`src/rtl/ikari_cen_pkg.sv`:
```
// Shared defaults and control types for the ikari clock-enable bank.
// Increment constants assume ACC_W=16 and a 53.6 MHz system clock.
package ikari_cen_pkg;

   localparam int unsigned CEN_NCH_DEF   = 32'd4;
   localparam int unsigned CEN_ACC_W_DEF = 32'd16;

   localparam logic [15:0] CEN_INC_13M4 = 16'd16384;
   localparam logic [15:0] CEN_INC_6M7  = 16'd8192;
   localparam logic [15:0] CEN_INC_3M35 = 16'd4096;
   localparam logic [15:0] CEN_INC_4M0  = 16'd4891;

   // Per-cycle command shared by every channel; load wins over advance.
   typedef struct packed {
      logic load;
      logic adv;
   } cen_ctl_t;

endpackage

```
`src/rtl/ikari_cen_acc.sv`:
```
// One clock-enable channel: two phase accumulators half a turn apart,
// their registered carries, and a divided-clock toggle.
module ikari_cen_acc
   import ikari_cen_pkg::*;
#(
   parameter int unsigned ACC_W = CEN_ACC_W_DEF
) (
   input  logic             i_clk,
   input  logic             i_rst_n,
   input  cen_ctl_t         i_ctl,
   input  logic [ACC_W-1:0] i_inc,
   input  logic [ACC_W-1:0] i_phase,
   output logic             o_cen,
   output logic             o_cenb,
   output logic             o_clk
);

   localparam logic [ACC_W-1:0] HALF = {1'b1, {(ACC_W-1){1'b0}}};

   logic [ACC_W-1:0] a_q, a_d, b_q, b_d, inc_q, inc_d;
   logic             cen_q, cen_d, cenb_q, cenb_d, clk_q, clk_d;
   logic [ACC_W:0]   sum_a_s, sum_b_s;

   assign sum_a_s = {1'b0, a_q} + {1'b0, inc_q};
   assign sum_b_s = {1'b0, b_q} + {1'b0, inc_q};

   // Next state: load restarts both phases, advance accumulates, otherwise hold.
   always_comb begin
      a_d    = a_q;
      b_d    = b_q;
      inc_d  = inc_q;
      cen_d  = 1'b0;
      cenb_d = 1'b0;
      clk_d  = clk_q;
      if (i_ctl.load) begin
         inc_d = i_inc;
         a_d   = i_phase;
         b_d   = i_phase + HALF;
         clk_d = 1'b0;
      end else if (i_ctl.adv) begin
         a_d    = sum_a_s[ACC_W-1:0];
         b_d    = sum_b_s[ACC_W-1:0];
         cen_d  = sum_a_s[ACC_W];
         cenb_d = sum_b_s[ACC_W];
         // A coincident A and B carry yields a single toggle.
         clk_d  = clk_q ^ (sum_a_s[ACC_W] | sum_b_s[ACC_W]);
      end else begin
         clk_d = clk_q;
      end
   end

   // Channel state register.
   always_ff @(posedge i_clk or negedge i_rst_n) begin
      if (!i_rst_n) begin
         a_q    <= {ACC_W{1'b0}};
         b_q    <= HALF;
         inc_q  <= {ACC_W{1'b0}};
         cen_q  <= 1'b0;
         cenb_q <= 1'b0;
         clk_q  <= 1'b0;
      end else begin
         a_q    <= a_d;
         b_q    <= b_d;
         inc_q  <= inc_d;
         cen_q  <= cen_d;
         cenb_q <= cenb_d;
         clk_q  <= clk_d;
      end
   end

   assign o_cen  = cen_q;
   assign o_cenb = cenb_q;
   assign o_clk  = clk_q;

endmodule

```
`src/rtl/ikari_cen_bank.sv`:
```
// Bank of NCH independent fractional clock-enable generators sharing
// one load strobe and one pause request.
module ikari_cen_bank
   import ikari_cen_pkg::*;
#(
   parameter int unsigned NCH   = CEN_NCH_DEF,
   parameter int unsigned ACC_W = CEN_ACC_W_DEF
) (
   input  logic                 i_clk,
   input  logic                 i_rst_n,
   input  logic [NCH*ACC_W-1:0] i_inc,
   input  logic [NCH*ACC_W-1:0] i_phase,
   input  logic                 i_load,
   input  logic                 i_pause,
   output logic                 o_load_ack,
   output logic [NCH-1:0]       o_cen,
   output logic [NCH-1:0]       o_cenb,
   output logic [NCH-1:0]       o_clk
);

   cen_ctl_t ctl_s;
   logic     load_ack_q, load_ack_d;

   // Load takes priority; pause only blocks accumulation.
   always_comb begin
      ctl_s.load = i_load;
      ctl_s.adv  = 1'b0;
      load_ack_d = i_load;
      if (i_load) begin
         ctl_s.adv = 1'b0;
      end else begin
         ctl_s.adv = ~i_pause;
      end
   end

   // Load acknowledge register.
   always_ff @(posedge i_clk or negedge i_rst_n) begin
      if (!i_rst_n) begin
         load_ack_q <= 1'b0;
      end else begin
         load_ack_q <= load_ack_d;
      end
   end

   assign o_load_ack = load_ack_q;

   for (genvar k = 0; k < NCH; k++) begin : g_ch
      ikari_cen_acc #(
         .ACC_W (ACC_W)
      ) u_acc (
         .i_clk   (i_clk),
         .i_rst_n (i_rst_n),
         .i_ctl   (ctl_s),
         .i_inc   (i_inc[k*ACC_W +: ACC_W]),
         .i_phase (i_phase[k*ACC_W +: ACC_W]),
         .o_cen   (o_cen[k]),
         .o_cenb  (o_cenb[k]),
         .o_clk   (o_clk[k])
      );
   end

endmodule

```
`config.mk`:
```
export PLATFORM = sky130hd
export DESIGN_NAME = ikari_cen_bank
export DESIGN_NICKNAME = d
export VERILOG_FILES = /design/src/rtl/ikari_cen_pkg.sv /design/src/rtl/ikari_cen_acc.sv /design/src/rtl/ikari_cen_bank.sv
export SDC_FILE = /design/constraint.sdc
export NUM_CORES = 1
export LEC_CHECK = 0
export BUFFER_PORTS_ARGS = -buffer_cell sky130_fd_sc_hd__buf_2
export CORE_MARGIN = 8
export CORE_UTILIZATION = 35
export DETAILED_ROUTE_END_ITERATION = 8
export PLACE_DENSITY = 0.62
export SYNTH_ARGS = -nofsm -noshare
export SYNTH_HDL_FRONTEND = slang
export SYNTH_HIERARCHICAL = 1
export SYNTH_SLANG_ARGS = --single-unit
```
`constraint.sdc`:
```
create_clock -name i_clk -period 5.5 [get_ports i_clk]
set_input_delay 1.65 -clock i_clk [delete_from_list [all_inputs] [get_ports i_clk]]
set_output_delay 1.65 -clock i_clk [all_outputs]
set_load 0.1 [all_outputs]
```
[Word level (Yosys, flattened, before mapping)]
Cells that the tools add are included.
W data, S select, Z words.
Word-level totals
  word-level logic and storage cells: 88
  output and inout bits: 13
  bits in registers: 205
Operators by class
  bitwise gates (word level): 9
  reductions and logical operators: 1
  muxes and demuxes: 41
  add/subtract/negate cells: 12
Operators by type and width (count)
  $mux W16: 16
  $add A16 B16 Y17: 8
  $add A16 B16 Y16 const B: 4
  $mux W1: 25
  $or A1 B1 Y1: 4
  $xor A1 B1 Y1: 4
  $reduce_bool A2 Y1: 1
  $not A1 Y1: 1

[Logic depth before layout (Yosys ltp)]
  depth in word-level cells: 5
  mapped depth: 11

[By module]
The synthesis kept the hierarchy.
Modules (own cells, without submodules)
  ikari_cen_acc at g_ch[2].u_acc ...: cells each 390, times used 2, area an instance 3602.2 µm²
  ikari_cen_acc at g_ch[0].u_acc ...: cells each 380, times used 2, area an instance 3517.1 µm²
  ikari_cen_bank: cells each 2, times used 1, area an instance 28.8 µm²

[Worst setup path before layout]
OpenSTA, ideal clock, no wires.
  path kind: input -> register
  from: input i_load
  to: register g_ch[0].u_acc.b_q[2]
  buffers on the path: 2
  arrival time: 2927 ps
  data required time: 5423 ps
  stages: 7
  path slack: 2495 ps
  cells stage by stage: nor2_1 clkbuf_1 inv_1 clkbuf_1 nor3_1 a21oi_1 a21oi_1
On the way
  cells in the longest elaborated chain, start to end: 2
  elaborated cells on any way between the ends: 3
  classes of those cells: 2 x mux; 1 x reduce/logical
RTL lines
  start: declaration: line ikari_cen_bank.sv:13  | input logic i_load,
  $mux W1: line ikari_cen_bank.sv:29  | if (i_load) begin
  $reduce_bool A2 Y1 (no source line)
  end signal: assignment: line ikari_cen_acc.sv:56  | b_q <= HALF;
  end signal: assignment: line ikari_cen_acc.sv:63  | b_q <= b_d;
  end: declaration: line ikari_cen_acc.sv:20  | logic [ACC_W-1:0] a_q, a_d, b_q, b_d, inc_q, inc_d;
Several ways; a longest one is shown, not always the timed one.
A chain may end at the register's enable or synchronous reset.

==> qor.csv <==
stage,metric,value,unit
run_status,status,finished clean,
logic_synthesis,yosys_warnings,6,
global_route,grt.overflow.total,0,
setup_path,worstSetupEndpointType,flip-flop,
setup_path,required,5.92,ns
sta,tns,0,ns
placed_design,port-buffer-count,144,
logic_synthesis,synth.top_cell.area_share,35.3,%
logic_synthesis,ys_seq_area_share,36.0,%
global_route,grt_antenna_before_repair,2,
clock_tree,path_clk_slew,0.06,ns
power,peakVddDrop,196,uV
layout,layout_common_cells,"a21oi_1, dfrtp_1, buf_2, nand2_1, ha_1",
sta,slew_headroom,30.7,%
floorplanning,start_util,35.2,%
power,pwr-share-clk,32.1,%
layout,drive_gt1_share,19.3,%
routing,firstDrtPassIters,5,
setup_path,worstSetupStartpointType,input port,
routing,wl_per_cell,17.0,um
power,p_total,6.14,mW
sta,skew,0.00937,ns
power,switching_share,35.4,%
logic_synthesis,ys_async_sr_fraction,100,%
floorplanning,design.die.area,47500,um^2
power,pwr-share-comb,37.7,%
flow_run,max_cap_violations,0,
layout,area_growth,15.6,%
power,p_leak,7.16,nW
sta,finalHoldViolCount,0,
global_route,grt_max_degree,110,
routing,viasPerCell,5.36,
sta,period_needed,3.30,ns
sta,setup_viol,0,
placed_design,pre_cts_slack,1.61,ns
logic_synthesis,yosys-top-cells-area,"dfrtp_1, ha_1, a21oi_1, mux2_2, o21ai_0",
sta,period_share,60.1,%
clock_tree,root_buffer,clkbuf_16,
routing,vias,11869,
routing,wirelength,37.7,mm
logic_synthesis,synthesis.area,14300,um^2
layout,final_common_cell,a21oi_1,
global_route,grt_pass1_vias,12060,
clock_tree,cts_buffer_depth,3,
clock_tree,post_cts_buffers,0,
global_route,grt_pass1_wl,61.4,mm
logic_synthesis,syn_nets,1810,
routing,first_iter_violations,647,
placed_design,place_congestion,0.847,
clock_tree,cts_resized,0,
power,internal_power,3.97,mW
logic_synthesis,avgSynthCellArea,9.25,um^2
logic_synthesis,yosys.area.top_type,dfrtp_1,
clock_tree,cts_hold_buffers,0,
clock_tree,clk_latency,0.54,ns
sta,drv_slew,0,
clock_tree,htreeDepth,1,
clock_tree,cts_tree,yes,
floorplanning,die_w,218,um
logic_synthesis,ys_ff_latch,205,
logic_synthesis,synthCells,1542,
global_route,groute.usage.overall,15.4,%
routing,drc,0,
floorplanning,core,40600,um^2
sta,rsz0062_at_grt,false,
floorplanning,die_h,218,um
clock_tree,cts_buffers,27,
logic_synthesis,synth-edff-count,0,
logic_synthesis,synthFlopType,dfrtp_1,
power,powerDensity,373,nW/um^2
floorplanning,core.rowCount,74,
layout,n_antenna_cell,0,
setup_path,path_class,input port to flip-flop,
setup_path,arrival,3.73,ns
sta,setup_slack,2.20,ns
setup_path,worstPathMaxFanout,66,
floorplanning,ios,145,
layout,nets,1930,
power,pwr-share-seq,30.2,%
routing,antenna_left,0,
clock_tree,clock_sinks,205,
placed_design,post-dp-hpwl,27.3,mm
logic_synthesis,synthDistinctLibCells,70,
sta,worst-slew-pin-transition,1.04,ns
power,switchingPower,2.17,mW
sta,fmax,303,MHz
min_path,min_path_type,flip-flop to flip-flop,
## power groups by stage
stage	clock network, mW	logic, mW	registers, mW
3_3_place_gp	0	2.26	1.87
5_1_grt	2.10	2.59	1.88
4_1_cts	2.04	2.31	1.85
3_5_place_dp	0	2.30	1.88
2_1_floorplan	0	1.76	1.90
6_report	1.97	2.32	1.85
## layout make-up
class / instances / area (um^2)
clock buffers: 37 / 753
flip-flops and latches: 205 / 5130
fillers: 4020 / 24100
repair buffers: 153 / 817
inverters: 38 / 143
clock inverters: 13 / 246
well taps: 532 / 666
multi-input cells: 1237 / 8730
## critical path: stages
cell     delay, ns
buf_6         0.23
nor2_4        0.46
buf_4         0.35
buf_4         0.51
a21oi_1       0.13
mux2_2        0.30
## through the flow
step | utilization [%] | hold WS [ns] | instance area, um^2 | cells
global route | 40.7 | 0.536 | 16500 | 2215
CTS | 40.7 | 0.516 | 16500 | 2215
floorplan | - | 0.477 | 14300 | 1542
global placement | 38.2 | 0.500 | 15500 | 2165
detailed placement | 38.2 | 0.503 | 15500 | 2165
finish | 40.7 | 0.512 | 16500 | 2215
## final timing paths
| check | from | endpoint | slack, ns | cells after the start |
|---|---|---|---|---|
| hold reg to reg | g_ch[1].u_acc/a_q[15] | g_ch[1].u_acc/a_q[15] | 0.51 | 2 |
| min in group asynchronous | i_rst_n | g_ch[0].u_acc/inc_q[0] | 1.13 | 1 |
| max in group asynchronous | i_rst_n | g_ch[3].u_acc/b_q[15] | 3.37 | 2 |
| setup / recovery | i_load | g_ch[0].u_acc/b_q[7] | 2.20 | 6 |
| setup reg to reg | g_ch[1].u_acc/inc_q[0] | g_ch[1].u_acc/o_clk | 2.97 | 11 |
| hold / removal | g_ch[1].u_acc/a_q[15] | g_ch[1].u_acc/a_q[15] | 0.51 | 2 |
## Yosys cell counts (8+ instances only)
cell type and n:
o21ai_0 106, nand2b_1 36, buf_1 8, o21ai_1 18, a21o_1 30, nor2b_1 14
a211oi_1 10, nand2_1 132, dfrtp_1 201, and2_1 8, o221ai_1 8, clkbuf_1 38
nor3_1 14, o21a_1 12, fa_1 8, nor2_1 121, buf_2 14, o21ai_2 10
o211ai_1 16, a2bb2oi_1 8, ha_1 128, nand4_1 12, mux2i_1 14, a31oi_1 16
xor2_1 44, a21oi_1 202, o22ai_1 8, mux2_2 72, inv_1 36, xnor2_1 56
nand3_1 20
## state kept, by name (all words and copies together), names as in the netlist
name / cells
g_ch.u_acc/o_cenb: 4
g_ch.u_acc/o_cen: 4
g_ch.u_acc/a_q: 64
g_ch.u_acc/o_clk: 4
g_ch.u_acc/inc_q: 64
g_ch.u_acc/b_q: 64
o_load_ack: 1
## layer usage
metal | wire, um | GRT usage (%)
met5 | 24 | 0
met4 | 870 | 3.99
met3 | 1910 | 3.19
met2 | 17300 | 25.3
met1 | 17500 | 20.4
## cell families after synthesis
kind of cell / count (synthesis) / share of synthesized area (%)
multiplexers: 86 / 6.66
XOR/XNOR: 100 / 6.14
AND/OR/NAND/NOR: 389 / 12.7
AO/OA/AOI/OAI: 526 / 23.3
adder cells (fa/ha/maj): 136 / 12.3
flip-flops: 205 / 36.0
buffers and inverters: 100 / 2.86
No activity file was read; power rests on OpenSTA's default activity.
